**src/rtl/ref_clock_gen_if.sv**
```systemverilog
// ref_clock_gen_if: divided clocks and lock flag driven by ref_clock_gen
interface ref_clock_gen_if;
  logic clkout0;
  logic clkout1;
  logic pll_lock;
  modport master (output clkout0, clkout1, pll_lock);
  modport slave (input clkout0, clkout1, pll_lock);
endinterface

```
**src/rtl/ref_clock_gen.sv**
```systemverilog
// ref_clock_gen: integer clock dividers on clkin1 released by a sticky lock after a settling count
module ref_clock_gen #(
  parameter int DIV0 = 2,
  parameter int DIV1 = 4,
  parameter int LOCK_CYCLES = 100
) (
  input  logic            clkin1,
  input  logic            rst_n,
  ref_clock_gen_if.master clk_o
);
  if (DIV0 < 2 || DIV1 < 2 || LOCK_CYCLES < 1) begin : g_bad_param
    $error("ref_clock_gen: illegal parameter value");
  end
  localparam int LW = $clog2(LOCK_CYCLES + 1);
  localparam logic [LW-1:0] LOCK_LAST = LW'(LOCK_CYCLES - 1);
  logic [LW-1:0] lock_cnt_q, lock_cnt_d;
  logic lock_q, lock_d;
  logic [1:0] out_q;
  always_comb begin
    lock_cnt_d = lock_q ? lock_cnt_q : lock_cnt_q + 1'b1;
    lock_d = lock_q | (lock_cnt_q == LOCK_LAST);
  end
  always_ff @(posedge clkin1 or negedge rst_n) begin
    if (!rst_n) begin
      lock_cnt_q <= '0;
      lock_q <= 1'b0;
    end else begin
      lock_cnt_q <= lock_cnt_d;
      lock_q <= lock_d;
    end
  end
  // phase counters stay at 0 on the lock edge so both outputs rise together on the next one
  for (genvar k = 0; k < 2; k++) begin : g_div
    localparam int D = (k == 0) ? DIV0 : DIV1;
    localparam int W = $clog2(D);
    localparam logic [W-1:0] LAST = W'(D - 1);
    localparam logic [W-1:0] HALF = W'(D / 2);
    logic [W-1:0] cnt_q, cnt_d;
    logic out_d;
    always_comb begin
      cnt_d = !lock_q ? '0 : (cnt_q == LAST) ? '0 : cnt_q + 1'b1;
      out_d = lock_q && (cnt_q < HALF);
    end
    always_ff @(posedge clkin1 or negedge rst_n) begin
      if (!rst_n) begin
        cnt_q <= '0;
        out_q[k] <= 1'b0;
      end else begin
        cnt_q <= cnt_d;
        out_q[k] <= out_d;
      end
    end
  end
  assign clk_o.clkout0 = out_q[0];
  assign clk_o.clkout1 = out_q[1];
  assign clk_o.pll_lock = lock_q;
endmodule

```
**src/flat_wrapper.sv**
```systemverilog
// flat-port wrapper written by rule: the top's interface ports become plain ports
module ref_clock_gen_flat 
#(
  parameter int DIV0 = 2,
  parameter int DIV1 = 4,
  parameter int LOCK_CYCLES = 100
)
  (clkin1, rst_n, clk_o_clkout0, clk_o_clkout1, clk_o_pll_lock);
  ref_clock_gen_if clk_o_i ();
  input  logic clkin1;
  input  logic rst_n;
  output wire logic [$bits(clk_o_i.clkout0)-1:0] clk_o_clkout0;
  output wire logic [$bits(clk_o_i.clkout1)-1:0] clk_o_clkout1;
  output wire logic [$bits(clk_o_i.pll_lock)-1:0] clk_o_pll_lock;
  assign clk_o_clkout0 = clk_o_i.clkout0;
  assign clk_o_clkout1 = clk_o_i.clkout1;
  assign clk_o_pll_lock = clk_o_i.pll_lock;
  ref_clock_gen #(.DIV0(DIV0), .DIV1(DIV1), .LOCK_CYCLES(LOCK_CYCLES)) u_core (.clkin1(clkin1), .rst_n(rst_n), .clk_o(clk_o_i));
endmodule
```
**config.mk**
```make
export PLATFORM = sky130hd
export DESIGN_NAME = ref_clock_gen_flat
export DESIGN_NICKNAME = d
export VERILOG_FILES = /design/src/rtl/ref_clock_gen_if.sv /design/src/rtl/ref_clock_gen.sv /design/src/flat_wrapper.sv
export SDC_FILE = /design/constraint.sdc
export NUM_CORES = 1
export LEC_CHECK = 0
export ABC_AREA = 1
export CORE_MARGIN = 4
export CORE_UTILIZATION = 25
export CTS_BUF_LIST = sky130_fd_sc_hd__clkbuf_2
export CTS_CLUSTER_SIZE = 20
export DETAILED_ROUTE_END_ITERATION = 8
export GPL_TIMING_DRIVEN = 0
export PLACE_DENSITY = 0.51
export SLEW_MARGIN = 20
export SYNTH_ARGS = -nofsm -noshare
export SYNTH_HDL_FRONTEND = slang
export SYNTH_SLANG_ARGS = --single-unit
```
**constraint.sdc**
```tcl
create_clock -name clkin1 -period 1.2 [get_ports clkin1]
set_input_delay 0.12 -clock clkin1 [delete_from_list [all_inputs] [get_ports clkin1]]
set_output_delay 0.12 -clock clkin1 [all_outputs]
set_load 0.02 [all_outputs]
```
# ---- Word level (Yosys, flattened, before mapping)
# Index checks and enable logic that the tools add are counted.
dict set report word_totals {
  reg_bits 13
  ram_bits 0
  out_inout_bits 3
  inputBits 2
  rom_bits 0
  latchBits 0
  elab_cells 20
  mem_count 0
}
dict set report classes {
  n_lt_le_gt_ge 2
  n_mux 4
  n_eq_ne 2
  add_sub_neg 3
  n_bitwise 1
  multipliers 0
  reduce_logical 2
  div 0
  shifts 0
}
# op n
set ops {}
lappend ops {{$add 7x1->7 const B} 1}
lappend ops {{$eq 7x7->1 const B} 1}
lappend ops {{$mux 2} 2}
lappend ops {{$add 2x1->2 const B} 1}
lappend ops {{$eq 2x2->1 const B} 1}
lappend ops {{$logic_and 1x1->1} 2}
lappend ops {{$lt 2x2->1 const B} 1}
lappend ops {{$mux 1} 2}
lappend ops {{$add 1x1->1 const B} 1}
lappend ops {{$lt 1x1->1 const B} 1}
lappend ops {{$or 1x1->1} 1}

# ---- Longest topological paths before layout
# Gate-level depths: netlist (run 1).
dict set report logic_depth {
  word_depth 3
  mapped_depth 6
  mapped_depth_nobuf 6
}

# ---- Worst setup path after synthesis (run 1)
# No wires, ideal clock.
dict set report synth_path {
  path_kind {flip-flop to flip-flop}
  startpoint {register u_core.lock_q, in the netlist u_core.clk_o.pll_lock}
  endpoint {register u_core.lock_cnt_q[5]}
  n_path_buf 0
  setup_slack_ns 0.170
  period_less_slack_ns 1.030
  path_stages_with_launch 7
  arrival_ns 0.918
  setup_ns 0.113
  t_required_ns 1.087
  path_cell_list {dfrtp_1 -> inv_2 -> nand2_1 -> nor2_1 -> nand3_1 -> nand2_1 -> inv_1}
}
# element line
set synth_rtl {}
lappend synth_rtl {{start: declaration} ref_clock_gen.sv:17} ;# logic lock_q, lock_d;
lappend synth_rtl {{start signal: assignment} ref_clock_gen.sv:29} ;# lock_q <= lock_d;
lappend synth_rtl {{end signal: assignment} ref_clock_gen.sv:28} ;# lock_cnt_q <= lock_cnt_d;
lappend synth_rtl {{end: declaration} ref_clock_gen.sv:16} ;# logic [LW-1:0] lock_cnt_q, lock_cnt_d;

==> reports/qor.log, run 1 <==
qor: outcome.run_status finished, final reports clean
qor: sta.timing.final.ws_setup 0.110 ns
qor: floorplanning.row_count 16
qor: drt.route.final.wire_length 848 microns
qor: synth.post_synth_instance_area 514 sq um
qor: sta.final-hold-violation-count 0
qor: clock_tree.clockBufferDepth 2
qor: clock_tree.clock_latency 0.26 ns
qor: floorplanning.dieArea 2850 sq um
qor: critical_path.critical_path_required 1.08 ns
qor: clock_tree.cts.repair_timing.setup_buffer_count 0
qor: clock_tree.total_number_of_clock_tree_sinks 12
qor: final_layout.post_layout_cell_count 91
qor: final_layout.diodes 0
qor: drt.detailed_route_vias_per_instance 3.86
qor: critical_path.path_depth 1
qor: drt.routed_wire_length_per_instance 9.32 microns
qor: critical_path.crit_path_top_delay_cell dfrtp_1
qor: sta.rsz0062_at_grt false
qor: critical_path.worstPathCellList dlygate4sd2_1
qor: sta.slew_headroom 64.8%
qor: clock_tree.cts.clk_slew.worst_paths 0.13 ns
qor: sta.fin_worst_skew 0.00839 ns
qor: global_route.global_route.usage.met2 8.78%
qor: drt.drt-pass1-iter-count 4
qor: critical_path.timing.critical_path.from_type flop
qor: critical_path.crit-reg2reg-launch u_core.lock_cnt_q[0]$_DFFE_PN0N_
qor: job.maximum_capacitance_violations 0
qor: place.dp_hpwl 597 microns
qor: final_layout.layout.cells.most_common_list 14 x nand2_1, 11 x dfrtp_1, 8 x inv_1
qor: global_route.maximum_number_of_pins_on_one_net_before_global_route_repair 13
qor: sta.fin_max_slew_vios 0
qor: global_route.grt_overflow_total 0
qor: hold_path.hold_crit_class in2async
qor: sta.finalSetupViolCount 0
qor: power.cellLeakagePower 0.345 nW
qor: clock_tree.cts_inserted_buffers 3
qor: synth.synthTopCellsByArea dfrtp_1 58%, nand2_1 10%, inv_1 5.8%, nor2_1 5.1%, ha_1 4.9%
qor: power.power.density_cell_area 1040 nW/um^2
qor: synth.yosys.cell_types.count 12
qor: drt.drtIter0Drc 6
qor: global_route.busiest_layer met1
qor: critical_path.worst_path_largest_cell_delay 0.39 ns
qor: critical_path.timing.critical_path.fanout_max 2
qor: synth.synth.yosys.seq_area_share 58.4%
qor: global_route.via_count_of_the_first_global_routing_pass 316
qor: critical_path.timing.reg2reg.worst_path_depth 6
qor: final_layout.synthToLayoutAreaGrowth 16.8%
qor: global_route.number_of_antenna_violations_at_the_first_check_in_global_routing 0
qor: floorplanning.dieWidth 53.4 microns
qor: synth.synth.largest_area_cell dfrtp_1
qor: power.total_power 623 uW
qor: place.numPlacedInstances 87
qor: sta.post-route-period-util 90.8%
qor: critical_path.timing_worst_setup_path_type reg2out
qor: critical_path.crit_path_start u_core.g_div[0].cnt_q$_DFF_PN0_
qor: critical_path.worst_path_dominant_cell_family flip-flops
qor: place.buffer_ports.inserted 4
qor: critical_path.worst-path-buf-inv 1
qor: final_layout.drive_gt1_share 9.38%
qor: final_layout.num-nets-final 69
qor: synth.ys_seq_elements 12
qor: final_layout.mostFrequentLayoutCell nand2_1
qor: global_route.grt_pass1_wl 1350 microns
qor: clock_tree.clockRootBuffer clkbuf_2
qor: clock_tree.htree_levels 1
qor: final_layout.nFillCells 237
qor: global_route.global_route.usage.met1 8.84%
qor: drt.drt.antenna.violating_nets 0
qor: clock_tree.cts_tree yes
qor: synth.synth_top_area_share 58.4%
qor: sta.final_period_minus_worst_setup_slack 1.09 ns
qor: sta.hold_slack 0.184 ns
qor: sta.fmax 917 MHz
qor: sta.fin_setup_tns 0 ns
qor: critical_path.worst-endpoint-arrival 0.97 ns
qor: place.gpl.final_weighted_congestion 0.736
qor: power.peakVddDrop 0.000286 V
qor: critical_path.critPathCaptureType output pin
qor: floorplanning.chipHeight 53.4 microns
qor: synth.synth_fp_nets 60
qor: synth.synth-warning-count 0
qor: place.detailedPlace.worstSlack -0.0729 ns
qor: synth.postSynthCellCount 56
qor: floorplanning.initial_core_util 26.2%
qor: synth.syn_area_per_cell 9.18 sq um
qor: global_route.globalRouteMet3Util 2.54%
qor: drt.num_vias 351
qor: drt.route.detailed.drc 0
qor: floorplanning.boundaryPins 5
qor: floorplanning.placeableCoreArea 1960 sq um
qor: sta.worstMarginPinSlew 0.526 ns
qor: global_route.globalRouteTotalUtil 6.96%
through the flow:
| stage | instance area, sq um | util, % |
|---|---|---|
| floorplan | 514 | - |
| global placement | 588 | 30.0 |
| detailed placement | 588 | 30.0 |
| CTS | 606 | 30.9 |
| global route | 601 | 30.6 |
| finish | 601 | 30.6 |
per-layer routing:
metal | up-vias | share of wire, %
met2 | 9 | 44
met5 | - | 0
li1 | 189 | -
met4 | 0 | 1.2
met3 | 2 | 3.4
met1 | 151 | 51
final cells by class:
| type | count | area [sq um] | share of cell area [%] |
|---|---|---|---|
| Multi-Input combinational cell | 35 | 180 | 30.0 |
| Timing Repair Buffer | 4 | 32.5 | 5.42 |
| Clock inverter | 1 | 3.75 | 0.625 |
| Tap cell | 27 | 33.8 | 5.63 |
| Inverter | 9 | 33.8 | 5.63 |
| Sequential cell | 12 | 302 | 50.2 |
| Clock buffer | 3 | 15.0 | 2.50 |
power by group:
part	switching, mW	internal [mW]	total, mW
registers	0	0.404	0.404
clock network	0.136	0.0724	0.209
logic	0.00738	0.00286	0.0102
total	0.144	0.480	0.623
cells by family after synthesis:
group	after synthesis	synth area share [%]
simple gates	28	22.4
flops	12	58.4
buf+inv	9	6.57
xor+xnor	4	6.81
fa+ha+maj	2	4.87
compound gates	1	0.972
final timing paths:
path                            slack (ns)                          endpoint
worst max-delay path                  0.11                     clk_o_clkout0
worst min-delay path                  0.18  u_core.lock_cnt_q[3]$_DFFE_PN0N_
worst max register to register        0.13  u_core.lock_cnt_q[6]$_DFFE_PN0N_
worst min register to register        0.43   u_core.g_div[0].cnt_q$_DFF_PN0_
max in group asynchronous             0.64   u_core.clk_o.pll_lock$_DFF_PN0_
min in group clkin1                   0.43   u_core.g_div[0].cnt_q$_DFF_PN0_
sequential cells by signal, summed over array words and instances, names as in the netlist:
| register | cells |
|---|---|
| u_core.lock_cnt_q | 7 |
| u_core.g_div.cnt_q | 3 |
| u_core.clk_o.clkout1 | 1 |
| u_core.clk_o.pll_lock | 1 |
repair_timing:
action	CTS	global route
hold buffers	0	0
endpoints found under the setup margin	3	1
resized for setup	5	1
cell usage after synthesis, drive strengths merged:
cell / count
nand2: 14
dfrtp: 12
inv: 9
nor2: 7
nand3: 5
ha: 2
xnor2: 2
xor2: 2
nand4: 1
nor3: 1
o21ai: 1
worst register-to-register path: cells and delay by family, from the launching register on:
family	cells	cell delay [ns]
adders and majority gates	1	0.21
and+or+nand+nor	4	0.27
DFF	1	0.41
buffers and inverters	1	0.08
No activity file was read; power rests on OpenSTA's default activity.
==> run 2, diff against run 1 <==
Settings changed: PLACE_DENSITY 0.51 to 0.53.
Clock period 1.2 ns to 0.96 ns, I/O delays scaled along.
==> reports/qor.log, run 2 (synthesis results as in run 1) <==
qor: sta.finalSetupViolCount 7
qor: sta.final_period_minus_worst_setup_slack 1.02 ns
qor: power.power.density_cell_area 1090 nW/um^2
qor: sta.worstMarginPinSlew 0.535 ns
qor: critical_path.worst_path_dominant_cell_family flip-flops
qor: sta.fin_max_slew_vios 0
qor: drt.route.detailed.drc 0
qor: drt.route.final.wire_length 1060 microns
qor: final_layout.synthToLayoutAreaGrowth 41.6%
qor: sta.fmax 984 MHz
qor: job.maximum_capacitance_violations 0
qor: final_layout.drive_gt1_share 40.5%
qor: hold_path.hold_crit_class in2async
qor: global_route.globalRouteMet3Util 3.38%
qor: global_route.grt_overflow_total 0
qor: clock_tree.htree_levels 1
qor: power.p_int 619 uW
qor: power.cellLeakagePower 0.408 nW
qor: clock_tree.total_number_of_clock_tree_sinks 12
qor: drt.detailed_route_vias_per_instance 4.11
qor: place.gpl.final_weighted_congestion 0.725
qor: final_layout.largest_register_ff_count 7
qor: clock_tree.holdBufCountCts 0
qor: sta.post-route-period-util 106%
qor: floorplanning.dieWidth 53.4 microns
qor: global_route.busiest_layer met2
qor: outcome.violations negative setup slack
qor: power.netSwitchingPower 174 uW
qor: floorplanning.dieArea 2850 sq um
qor: critical_path.timing.critical_path.fanout_max 5
qor: final_layout.diodes 0
qor: critical_path.crit_path_top_delay_cell dfrtp_2
qor: drt.drtIter0Drc 5
qor: global_route.global_route.usage.met2 13.3%
qor: power.pwr-share-comb 1.6%
qor: final_layout.biggestRegsByFlops u_core.lock_cnt_q: 7 flops, u_core.g_div.cnt_q: 3 flops
qor: clock_tree.cts_inserted_buffers 3
qor: clock_tree.cts_tree yes
qor: sta.final-hold-violation-count 0
qor: floorplanning.row_count 16
qor: drt.routed_wire_length_per_instance 10.5 microns
qor: critical_path.timing.critical_path.from_type flop
qor: place.buffer_ports.inserted 4
qor: critical_path.critical_path_required 1.15 ns
qor: place.detailedPlace.worstSlack -0.196 ns
qor: power.peakVddDrop 0.000419 V
qor: global_route.global_route.usage.met1 9.81%
qor: outcome.run_status finished with violations
qor: sta.fin_worst_skew 0.0133 ns
qor: critical_path.worst-endpoint-arrival 1.20 ns
qor: global_route.grt_pass1_wl 1670 microns
qor: final_layout.final_area 728 sq um
qor: critical_path.worstPathCellList buf_6, inv_6, nand2_2, nor2_1, nand3_1, nand2_1, inv_1
qor: clock_tree.clockBufferDepth 2
qor: power.power.switching_fraction 22.0%
qor: drt.num_vias 415
qor: global_route.number_of_antenna_violations_at_the_first_check_in_global_routing 0
qor: final_layout.registers.top_by_ff_count u_core.lock_cnt_q
qor: sta.timing.final.ws_setup -0.0567 ns
qor: place.post_dp_cell_area 597 sq um
qor: final_layout.layout.cells.most_common_list 11 x nand2_1, 11 x dfrtp_1, 9 x buf_4
qor: critical_path.critPathCaptureType flop
qor: floorplanning.placeableCoreArea 1960 sq um
qor: place.dp_hpwl 601 microns
qor: critical_path.worst-path-buf-inv 3
qor: drt.drt.antenna.violating_nets 0
qor: sta.slew_headroom 64.2%
qor: clock_tree.clockRootBuffer clkbuf_2
qor: global_route.via_count_of_the_first_global_routing_pass 401
qor: critical_path.timing_worst_setup_path_type reg2reg
qor: global_route.maximum_number_of_pins_on_one_net_before_global_route_repair 13
qor: power.sequentialPowerShare 63.7%
qor: power.pwr-share-clk 34.7%
qor: global_route.globalRouteTotalUtil 8.22%
qor: critical_path.rrSetupSlack -0.06 ns
qor: final_layout.post-route-util 37.1%
qor: floorplanning.chipHeight 53.4 microns
qor: floorplanning.boundaryPins 5
qor: final_layout.num-nets-final 79
qor: clock_tree.clock_latency 0.27 ns
qor: clock_tree.cts.clk_slew.worst_paths 0.12 ns
qor: floorplanning.initial_core_util 26.2%
qor: critical_path.worst_path_largest_cell_delay 0.44 ns
qor: drt.drt-pass1-iter-count 4
qor: sta.rsz0062_at_grt true
## run 2: power groups by stage
stage	clock network [mW]	registers, mW	logic, mW
after CTS	0.288	0.505	0.0137
after global placement	0	0.515	0.0140
after global routing	0.308	0.505	0.0154
after floorplan	0	0.515	0.000000150
after detailed placement	0	0.515	0.0136
final	0.276	0.505	0.0129
## run 2: final timing paths
check	start	to	depth (start not counted)
hold reg to reg	u_core.g_div[1].cnt_q[1]$_DFF_PN0_	u_core.clk_o.clkout1$_DFF_PN0_	1
min in group clkin1	u_core.g_div[1].cnt_q[1]$_DFF_PN0_	u_core.clk_o.clkout1$_DFF_PN0_	1
setup / recovery	u_core.clk_o.pll_lock$_DFF_PN0_	u_core.lock_cnt_q[5]$_DFFE_PN0N_	7
setup reg to reg	u_core.clk_o.pll_lock$_DFF_PN0_	u_core.lock_cnt_q[5]$_DFFE_PN0N_	7
hold / removal	rst_n	u_core.g_div[0].cnt_q$_DFF_PN0_	1
max in group asynchronous	rst_n	u_core.clk_o.pll_lock$_DFF_PN0_	1
## run 2: area by class of cell
type                    instances  area, sq um
fillers                       220         1230
flip-flops and latches         12          302
multi-input cells              35          230
repair buffers                 14          104
inverters                       9         38.8
well taps                      27         33.8
clock buffers                   4         20.0
## run 2: through the flow
step	hold WS (ns)	instances	power [mW]	setup TNS [ns]
2_1_floorplan	-0.200	56	0.515	-0.0265
3_3_place_gp	0.412	87	0.529	-0.500
3_5_place_dp	0.420	87	0.529	-0.555
4_1_cts	0.167	100	0.807	-0.244
5_1_grt	0.189	101	0.829	-0.682
6_report	0.157	101	0.794	-0.218
## run 2: layer usage
metal / up-vias / routed length, microns
met3: 5 / 47
met2: 9 / 554
met4: 0 / 19
li1: 206 / -
met5: - / 0
met1: 195 / 438
## run 2: what timing repair did
action	4_1_cts	5_1_grt
pin swaps	5	4
gates resized for setup	18	8
gates cloned	0	0
buffers inserted	9	2
setup endpoints to repair	7	11
==> RTL change (settings of run 1) <==
`LOCK_CYCLES` is set to 100 in 2 places; all go to 200.
--- a/src/rtl/ref_clock_gen.sv
+++ b/src/rtl/ref_clock_gen.sv
@@ -2,7 +2,7 @@
 module ref_clock_gen #(
   parameter int DIV0 = 2,
   parameter int DIV1 = 4,
-  parameter int LOCK_CYCLES = 100
+  parameter int LOCK_CYCLES = 200
 ) (
   input  logic            clkin1,
   input  logic            rst_n,
--- a/src/flat_wrapper.sv
+++ b/src/flat_wrapper.sv
@@ -3,7 +3,7 @@
 #(
   parameter int DIV0 = 2,
   parameter int DIV1 = 4,
-  parameter int LOCK_CYCLES = 100
+  parameter int LOCK_CYCLES = 200
 )
   (clkin1, rst_n, clk_o_clkout0, clk_o_clkout1, clk_o_pll_lock);
   ref_clock_gen_if clk_o_i ();
Check against the original RTL: no difference found for any inputs over 10 cycles, from zero or initial values and one cycle with rst_n low; that may be too few to reach the edited logic, so the function may still have changed.
==> RTL change against run 1 <==
  * Setup slack worse by 0.052 ns
  * First-iteration DRC count down 83%
  * Clock skew about the same
  * Via count grew 17%
  * Power up 8.8%
  * Synthesized cell count up 7.1%
  * Cell area rose by 17%
  * Critical path depth unchanged
  * Sequential cell count up 1
  * Sequential share of layout area fell by 3.7 points
  * Worst hold slack gained 0.0068 ns
  * Area after synthesis up 12%
  * Wire length increased by 7.5%
  * Final cell count grew 7.7%
  * Critical path type unchanged
  * Highest routed layer unchanged
==> RTL change: results (changes against run 1) <==
endpoint arrival time on the critical path -> 1.02 ns (+0.05 ns)
largest registers ranked by flip-flop count -> u_core.lock_cnt_q (8), u_core.g_div.cnt_q (3)
overall track demand over capacity in global routing -> 0.07177 (+0.002180)
Worst R2R Path Depth -> 4 (-2)
setup slack, reg-to-reg -> 0.12 ns
share of synthesized area occupied by flip-flops and latches -> 0.5640 (-0.01995)
Post-Synthesis Net Count -> 64 (+6.7%)
DRT Wirelength -> 912 um (+7.5%)
critical path class -> reg -> out
worst max-slew margin expressed relative to the limit -> 0.6100 (-0.03807)
worst ir drop on vdd -> 377.8 uV (+32%)
Gate Count Post-Synth -> 60 (+7.1%)
list of most frequent post-synthesis cells -> 15 x sky130_fd_sc_hd__nand2_1, 13 x sky130_fd_sc_hd__dfrtp_1, 8 x sky130_fd_sc_hd__inv_1
synth unique cells -> 17 (+5)
smallest hold slack -> 0.1908 ns (+0.006834 ns)
critical path's largest stage delay -> 0.48 ns (+0.09 ns)
average routed wire per standard cell -> 9.306 um (-0.13%)
DRT iter0 DRCs -> 1 (-5)
Via density -> 4.184 (+8.5%)
routability congestion estimate -> 0.7896 (+7.4%)
number of antenna cells inserted -> 0 (unchanged)
top_reg_cell synth -> sky130_fd_sc_hd__dfrtp_1
placed wire-length estimate after detailed placement -> 662.3 um (+11%)
via count of the first global-routing pass -> 406 (+28%)
total number of yosys warnings -> 0 (unchanged)
number of I/O port buffers -> 4 (unchanged)
Critical-path top delay cell -> sky130_fd_sc_hd__dfrtp_2
depth of the CTS H-tree -> 1 (unchanged)
Clock Tree Root -> sky130_fd_sc_hd__clkbuf_2
placed cell areas -> 651.9 um2 (+11%)
run status -> completed
pin count of the biggest net entering global routing -> 14 (+1)
critical register-to-register path endpoint -> u_core.lock_cnt_q[6]
Detailed Routing Iterations Pass 1 -> 2 (-2)
startpoint of the worst register-to-register path -> u_core.lock_cnt_q[1]
Remaining DRCs -> 0 (unchanged)
Worst setup endpoint -> clk_o_pll_lock
Post-Place Cells -> 92 (+5.7%)
share of layout cells above drive strength 1 -> 0.1857 (+0.09196)
Fin Clk Skew -> 0.008319 ns (-0.00007539 ns)
number of nets in the finished design -> 75 (+8.7%)
leakage dissipation -> 0.3802 nW (+10%)
Max Fanout on Critical Path -> 5 (+3)
first-pass GRT wire length -> 1.731 mm (+29%)
CTS clk-pin slew, worst paths -> 0.14 ns
Critical path origin -> u_core.clk_o.pll_lock
leading cell types by total area after synthesis -> sky130_fd_sc_hd__dfrtp_1 56%, sky130_fd_sc_hd__nand2_1 9.8%, sky130_fd_sc_hd__inv_1 5.2%
Clk Latency, worst-skew pair -> 0.28 ns (+0.02 ns)
-- RTL change: worst min-delay path by stage --
stage | start | cells after the start | to
finish | rst_n | 1 | u_core.lock_cnt_q[0]
global route | rst_n | 1 | u_core.lock_cnt_q[0]
CTS | rst_n | 1 | u_core.lock_cnt_q[1]
detailed placement | u_core.g_div[0].cnt_q | 1 | u_core.g_div[0].cnt_q
global placement | u_core.g_div[0].cnt_q | 1 | u_core.g_div[0].cnt_q
floorplan | rst_n | 0 | u_core.clk_o.clkout1
-- RTL change: layer usage --
| layer | GRT usage | vias to the layer above | routed length [um] |
|---|---|---|---|
| met5 | 0 | - | 0 |
| li1 | - | 210 | - |
| met2 | 0.1052 | 6 | 427 |
| met3 | 0.02088 | 2 | 28 |
| met1 | 0.08463 | 192 | 433 |
| met4 | 0.06102 | 0 | 22 |
-- RTL change: kinds of logic (layout without fill, tap and decap cells) --
family                   Yosys count  after routing  share of synthesized area
AO/OA/AOI/OAI                      2              2                    0.02169
XOR/XNOR                           4              4                    0.06075
adder cells (fa/ha/maj)            2              2                    0.04338
buffers and inverters              9             19                    0.05856
flip-flops                        13             13                     0.5640
AND/OR/NAND/NOR                   30             30                     0.2516
-- RTL change: power breakdown --
part           switching [mW]  internal, mW  total (mW)
logic                 0.00819       0.00285      0.0110
registers                   0         0.438       0.438
clock network           0.154        0.0754       0.229
-- RTL change: final cells by class --
class | count | area, um2
clock buffer | 3 | 15.01
clock inverter | 1 | 5.005
sequential | 13 | 326.6
inverter | 9 | 36.28
multi-input combinational | 38 | 230.2
timing repair buffer | 6 | 53.80
fill | 243 | 1510
tap | 28 | 35.03
-- RTL change: per-stage QoR --
step	setup WS [ns]	setup TNS, ns
after floorplan	0.1245	0
after global placement	0.02039	0
after detailed placement	0.02698	0
after CTS	0.01966	0
after global routing	-0.003233	-0.003233
final	0.05850	0
-- RTL change: timing repair --
| item | CTS | global route |
|---|---|---|
| hold buffers | 0 | 0 |
| setup endpoints to repair | 4 | 3 |
| resized for setup | 5 | 4 |
| endpoints found under the hold margin | 0 | 0 |
| buffers inserted | 1 | 1 |
